`src/rtl/hwint_controller.sv`:
```
`default_nettype none
// +----------------------------------------------------------------------------+
// | Module  : hwint_controller                                                 |
// | Purpose : synchronised, maskable level/edge interrupt latch behind a       |
// |           4-word register window; drives the 6-bit HWInt vector to CP0.    |
// | Revision: 1.0 - initial release                                            |
// +----------------------------------------------------------------------------+
module hwint_controller #(
  parameter int N_SRC       = 6,
  parameter int SYNC_STAGES = 2
) (
  input  logic             clk,
  input  logic             RESET,
  input  logic [N_SRC-1:0] Src,
  input  logic             Sel,
  input  logic             WE,
  input  logic [31:0]      A,
  input  logic [31:0]      D,
  output logic [31:0]      Q,
  output logic             Err,
  output logic [5:0]       HWInt
);

  localparam logic [1:0] C_IDX_CTRL  = 2'd0;
  localparam logic [1:0] C_IDX_PEND  = 2'd1;
  localparam logic [1:0] C_IDX_RAW   = 2'd2;
  localparam logic [1:0] C_IDX_SWSET = 2'd3;

  logic [SYNC_STAGES-1:0][N_SRC-1:0] r_sync;
  logic [N_SRC-1:0] r_sl_d;
  logic [N_SRC-1:0] r_mask;
  logic [N_SRC-1:0] r_edge;
  logic [N_SRC-1:0] r_pend;
  logic [5:0]       r_hwint;

  logic [N_SRC-1:0] w_sl;
  logic [N_SRC-1:0] w_rise;
  logic [N_SRC-1:0] w_set;
  logic [N_SRC-1:0] w_clr;
  logic [5:0]       w_vec;
  logic [1:0]       w_idx;
  logic             w_wr;
  logic             w_unused;

  assign w_idx    = A[3:2];
  assign Err      = Sel & (A[1:0] != 2'b00);
  assign w_wr     = Sel & WE & ~Err;
  assign w_unused = ^{A[31:4], D};

  assign w_sl   = r_sync[SYNC_STAGES-1];
  assign w_rise = w_sl & ~r_sl_d;

  // Set beats clear, so a level line that is still high re-pends after W1C.
  assign w_set = (r_edge & w_rise) | (~r_edge & w_sl)
               | ((w_wr && w_idx == C_IDX_SWSET) ? D[N_SRC-1:0] : '0);
  assign w_clr = (w_wr && w_idx == C_IDX_PEND) ? D[N_SRC-1:0] : '0;

  always_comb begin
    w_vec = '0;
    w_vec[N_SRC-1:0] = r_pend & r_mask;
  end

  always_ff @(posedge clk) begin
    if (RESET) begin
      r_sync  <= '0;
      r_sl_d  <= '0;
      r_mask  <= '0;
      r_edge  <= '0;
      r_pend  <= '0;
      r_hwint <= '0;
    end else begin
      r_sync  <= {r_sync[SYNC_STAGES-2:0], Src};
      r_sl_d  <= w_sl;
      r_pend  <= (r_pend & ~w_clr) | w_set;
      r_hwint <= w_vec;
      if (w_wr && w_idx == C_IDX_CTRL) begin
        r_mask <= D[N_SRC-1:0];
        r_edge <= D[8+N_SRC-1:8];
      end
    end
  end

  assign HWInt = r_hwint;

  always_comb begin
    Q = '0;
    if (Sel && !Err) begin
      case (w_idx)
        C_IDX_CTRL: begin
          Q[N_SRC-1:0]   = r_mask;
          Q[8+N_SRC-1:8] = r_edge;
        end
        C_IDX_PEND:  Q[N_SRC-1:0] = r_pend;
        C_IDX_RAW:   Q[N_SRC-1:0] = w_sl;
        default:     Q = '0;
      endcase
    end
  end

endmodule
`default_nettype wire
```
`config.mk`:
```
export PLATFORM = sky130hd
export DESIGN_NAME = hwint_controller
export DESIGN_NICKNAME = d
export VERILOG_FILES = /design/src/rtl/hwint_controller.sv
export SDC_FILE = /design/constraint.sdc
export NUM_CORES = 1
export LEC_CHECK = 0
export BUFFER_PORTS_ARGS = -buffer_cell sky130_fd_sc_hd__buf_2
export CAP_MARGIN = 20
export CORE_ASPECT_RATIO = 1.2
export CORE_MARGIN = 2
export CORE_UTILIZATION = 35
export CTS_CLUSTER_DIAMETER = 80
export CTS_CLUSTER_SIZE = 40
export DETAILED_ROUTE_END_ITERATION = 7
export MAX_ROUTING_LAYER = met4
export PLACE_DENSITY = 0.7
export SYNTH_ARGS = -nofsm -noshare
export SYNTH_HDL_FRONTEND = slang
export SYNTH_SLANG_ARGS = --single-unit
```
`constraint.sdc`:
```
create_clock -name clk -period 0.94 [get_ports clk]
set_input_delay 0.094 -clock clk [delete_from_list [all_inputs] [get_ports clk]]
set_output_delay 0.094 -clock clk [all_outputs]
set_load 0.05 [all_outputs]
```
Word-level counts from Yosys, hierarchy flattened. Cells that the tools add are included.

Bits in registers: 42. Input bits: 74. Output and inout port bits: 39. Word-level logic and storage cells: 37.

Equal/unequal tests: 3. Mux-type cells: 5. Bitwise operators: 15. Reduce and logical (&&, ||, !) cells: 7.

Operator list (number): $and 6x6->6 (5); $mux 6 (3); $not 6->6 (3); $or 6x6->6 (3); $pmux 6 s3 (1); $mux 14 (1); $eq 2x2->1 const B (2); $logic_and 1x1->1 (4); $and 1x1->1 (3); $eq 2x1->1 const B (1); $logic_not 2->1 (1); $reduce_bool 2->1 (1); $logic_not 1->1 (1); $not 1->1 (1).

Depth between registers and ports, before layout.
Word-level depth: 9. Depth in mapped cells: 5. Depth with buffers taken out: 3.

Worst setup path after synthesis. Ideal clock, no wire load.

Path type: input port to output port. Start: in A[2]. End: out Q[1]. Arrival: 1477 ps. Data required time: 846 ps. Slack: -631 ps. Cell stages on the path: 5. Buffers on the path: 2. Cell sequence: buf_6 > buf_6 > nor2b_1 > nand2_1 > a21oi_1.

Word-level cells in the longest chain between the ends: 3. Elaborated cells on any way between the ends: 5. Those cells by class: 2 x eq/ne; 2 x mux; 1 x reduce/logical.

RTL lines: start, declared (RTL line 17) `input logic [31:0] A,`; $eq 2x2->1 (tied with other cells) (RTL line 88) `case (w_idx)`; $pmux 6 s3 * (RTL line 88); $mux 14 * (RTL line 87) `if (Sel && !Err) begin`; end, declared (RTL line 19) `output logic [31:0] Q,`.

Mark *: on every way between the ends. The rest lies on a longest branch, timed or not.

Worst setup path in the final report.
Start: reg r_pend[1]. End: out Q[1].

Word-level cells in the longest chain between the ends: 2.

RTL lines: start, declared (RTL line 33) `logic [N_SRC-1:0] r_pend;`; start signal, assigned (RTL line 74) `r_pend <= (r_pend & ~w_clr) | w_set;`; $pmux 6 s3 (RTL line 88); $mux 14 (RTL line 87).

Every way passes these cells.

==> results list <==
- The run finished, with violations left.
- Violations in the final reports: setup timing
- Routability-driven placement finished with a final weighted congestion of 0.8176.
* Critical Setup Path Class: reg -> out
- Per report_power, the combinational group accounts for ~16% of the total.
- Inserted Clock Buffers: 5
* Unrepaired setup endpoints after global routing: true
- Including well taps, the total number of placed cells is between 300 and 400.
- Setup slack after placement: -0.3803 ns
- For this configuration, the core starts out at a cell density of 35.85%.
* Die area: just under 0.006 mm2
- Start point of the worst min-delay path: Src[5]
- The path with the worst hold slack has its endpoint at r_sync[5].
- Top Ports: 113
- Final-stage net count: 354
* Net Switching: a little under 1000 uW
- The worst path uses 143.7% of the clock period.
- Leakage: 0.001102 uW
- Min cycle time layout: around 1.4 ns
* Core Box Area: around 0.0052 mm2
* Post-detailed-route count of antenna-violating nets: 0
* Count of different cell masters after synthesis: 27
* Final Max Tran Viols: 0
* Power per Cell Area: ~1400 mW/mm2
- In this run the worst path has a maximum fanout of 2.
* Level count of the clock H-tree: 2
- Setup WS post-layout: -0.4112 ns
- On the final layout, the worst hold slack is approximately 0.007 ns.
- The share of the Yosys chip area taken by registers is between 40% and 50%.
- Overall die height: roughly 84 um
- From synthesis to final layout, the design area changed by 42.08%.
* Setup slack on the worst flop-to-flop path: ~0.09 ns
- In this run the critical register-to-register path is launched from r_edge[2].
* Final design area excluding fillers: 0.002661 mm2
- Reg2reg path depth: 4
* Clock tree root buffer cell: sky130_fd_sc_hd__clkbuf_8
- For this block, the routed nets add up to 4338 um of wire.
- Switching power share of the total: between 20% and 30%
- Sorting the synthesized cells by area gives the leading types as sky130_fd_sc_hd__dfxtp_1 (45%), sky130_fd_sc_hd__buf_4 (8.0%), sky130_fd_sc_hd__nor2b_1 (6.7%).
- The internal portion of the total power is roughly 2600 uW.
* Final setup fails: 12
- In the layout the commonest cells are sky130_fd_sc_hd__buf_4 (34), sky130_fd_sc_hd__dfxtp_1 (25), sky130_fd_sc_hd__buf_2 (24).
* Upper clock frequency limit: 740.1 MHz
- The worst hold path belongs to the class in -> reg.
- Antenna diode instance count: 0
- Reg power frac: approximately half
- Part of the power in the clock network: roughly 33%
- Summing all placed instances gives a cell area of between 0.002 and 0.0025 mm2.
- Dividing the synthesized area by the synthesized cell count gives ~8.9 um2.
- The synthesized design spends more area on one cell type than any other, namely sky130_fd_sc_hd__dfxtp_1.
- Global-route wire length before repair: ~7000 um
* Hold violation total from the final report: 0
- The clock drives 42 sinks.
* Post-Synthesis Cell Area: about 0.0019 mm2
- For this run, the total global-route usage over all layers was measured as between 15 and 20%.
* Critical path launch point type: flop
- Entering global routing, the biggest net connects 20 pins.
- Critical Path RT: 0.85 ns
* Pre-Repair DR Iteration Count: 4
- Number of DRC violations after detailed routing: 0
* Critical path arrival: about 1.3 ns
- IR Drop Worst-Case VDD: 646.9 uV
- The worst hold path passes through 2 cells.
* Post-detailed-route wirelength per cell: roughly 13 um
* Number of antenna violations at the first check in global routing: 0
- Dividing the detail-routed via count by the number of cells gives 4.691.
- Half-perimeter wire length of the detailed placement result: around 2900 um
- The longest clock path from root to sink contains 2 buffers.
- DIE WIDTH: between 70 and 80 um
- The multi-input combinational cells in the finished layout cover a total of 975.9 um2.
- After floorplanning, the core was divided into 29 placement rows.
* Max capacitance violation total: 0
- The detailed router finished its first iteration with between 100 and 150 violations.
- Global routing finished with a remaining overflow of 0.
- Synthesis warning total: 0
- After synthesis, the largest area contributor takes up around 45% of total cell area.
- The endpoint identified for the worst register-to-register timing path is r_pend[2].
* Setup Skew: between 0.007 and 0.008 ns
* Filler cell count in the final layout: 474
* Number of input and output port buffers inserted: 44
* Most common cell after layout, fill and taps aside: sky130_fd_sc_hd__buf_4
- Clock transition at path regs: about 0.08 ns
- Yosys reg bits: 42
- Post-synthesis instance total: 210
- Combined flip-flop and latch cell area: 862.1 um2
- Share of layout cells above drive strength 1: a little over two fifths
- TritonCTS clock tree: yes
- STA classifies the critical path endpoint as an output pin.
* Number of global-route vias before repair: 1503
- The later pin in the worst-skew pair is clocked with a latency of roughly 0.30 ns.
- For this block, the via count after detailed routing is 1609.
- Post-layout instance count excluding filler cells: about 340
power groups by stage:
stage	registers (uW)	clock network, uW	logic [uW]
CTS	1850	1220	564
finish	1850	1190	587
global route	1860	1280	627
global placement	1890	0	526
floorplan	1890	0	440
detailed placement	1890	0	530
how the worst max path moves through the flow:
| stage | startpoint | to | slack [ns] | cells after the start |
|---|---|---|---|---|
| 2_1_floorplan | A[2] | Q[1] | -0.24 | 5 |
| 3_3_place_gp | A[1] | Q[12] | -0.37 | 5 |
| 3_5_place_dp | A[2] | Q[1] | -0.38 | 5 |
| 4_1_cts | r_pend[1] | Q[1] | -0.42 | 4 |
| 5_1_grt | r_pend[1] | Q[1] | -0.46 | 4 |
| 6_report | r_pend[1] | Q[1] | -0.41 | 4 |
worst max-delay path, stage by stage (launching register included):
cell,delay (ns)
sky130_fd_sc_hd__dfxtp_2,0.34
sky130_fd_sc_hd__mux2i_1,0.07
sky130_fd_sc_hd__or2_4,0.26
sky130_fd_sc_hd__a21oi_4,0.12
sky130_fd_sc_hd__buf_6,0.17
registers in the layout (all words and copies together), names as in the netlist:
name,count
HWInt,6
r_edge,6
r_mask,6
r_pend,6
r_sl_d,6
r_sync,6
w_sl,6
layer usage:
metal / GRT usage [%] / wire length (um) / vias up
met4: 5.660 / 79 / 0
met5: - / 0 / -
li1: - / - / 812
met3: 3.481 / 248 / 7
met2: 24.89 / 2236 / 55
met1: 18.50 / 1774 / 735
what timing repair did:
action,4_1_cts,5_1_grt
gates resized for setup,47,22
pin swaps,9,5
buffers inserted,4,7
hold buffers,3,0
setup endpoints to repair,18,12
endpoints found under the hold margin,3,0
area by class of cell:
cell class                      count  share of cell area (%)
Timing Repair Buffer               78                   24.59
Multi-Input combinational cell    153                   36.67
Sequential cell                    42                   32.39
Clock inverter                      1                  0.1881
Clock buffer                        7                   3.244
Tap cell                           62                   2.915
through the flow:
step / TNS (ns) / power, uW / util, %
detailed placement: -7.485 / 2422 / 43.41
CTS: -3.365 / 3637 / 48.56
global placement: -7.004 / 2418 / 43.41
global route: -3.152 / 3766 / 50.93
finish: -2.679 / 3626 / 50.93
floorplan: -1.470 / 2326 / -
cell usage after synthesis, drive strengths merged:
cell,instances
conb,1
buf,25
and2,7
nand4bb,1
and4bb,1
mux2i,6
o21ai,18
nand3b,7
nor2b,20
or2,4
dfxtp,42
a21oi,21
clkbuf,9
nand3,12
a32oi,6
a2bb2oi,3
nand2,15
nor2,11
and3,1
cells by family after synthesis:
kind of cell / share of synthesized area (%)
AOI/OAI and AO/OA: 14.63
muxes: 3.207
DFF: 44.89
and+or+nand+nor: 23.85
buffers and inverters: 13.23
other: 0.2002
(Power assumes the default switching activity.)
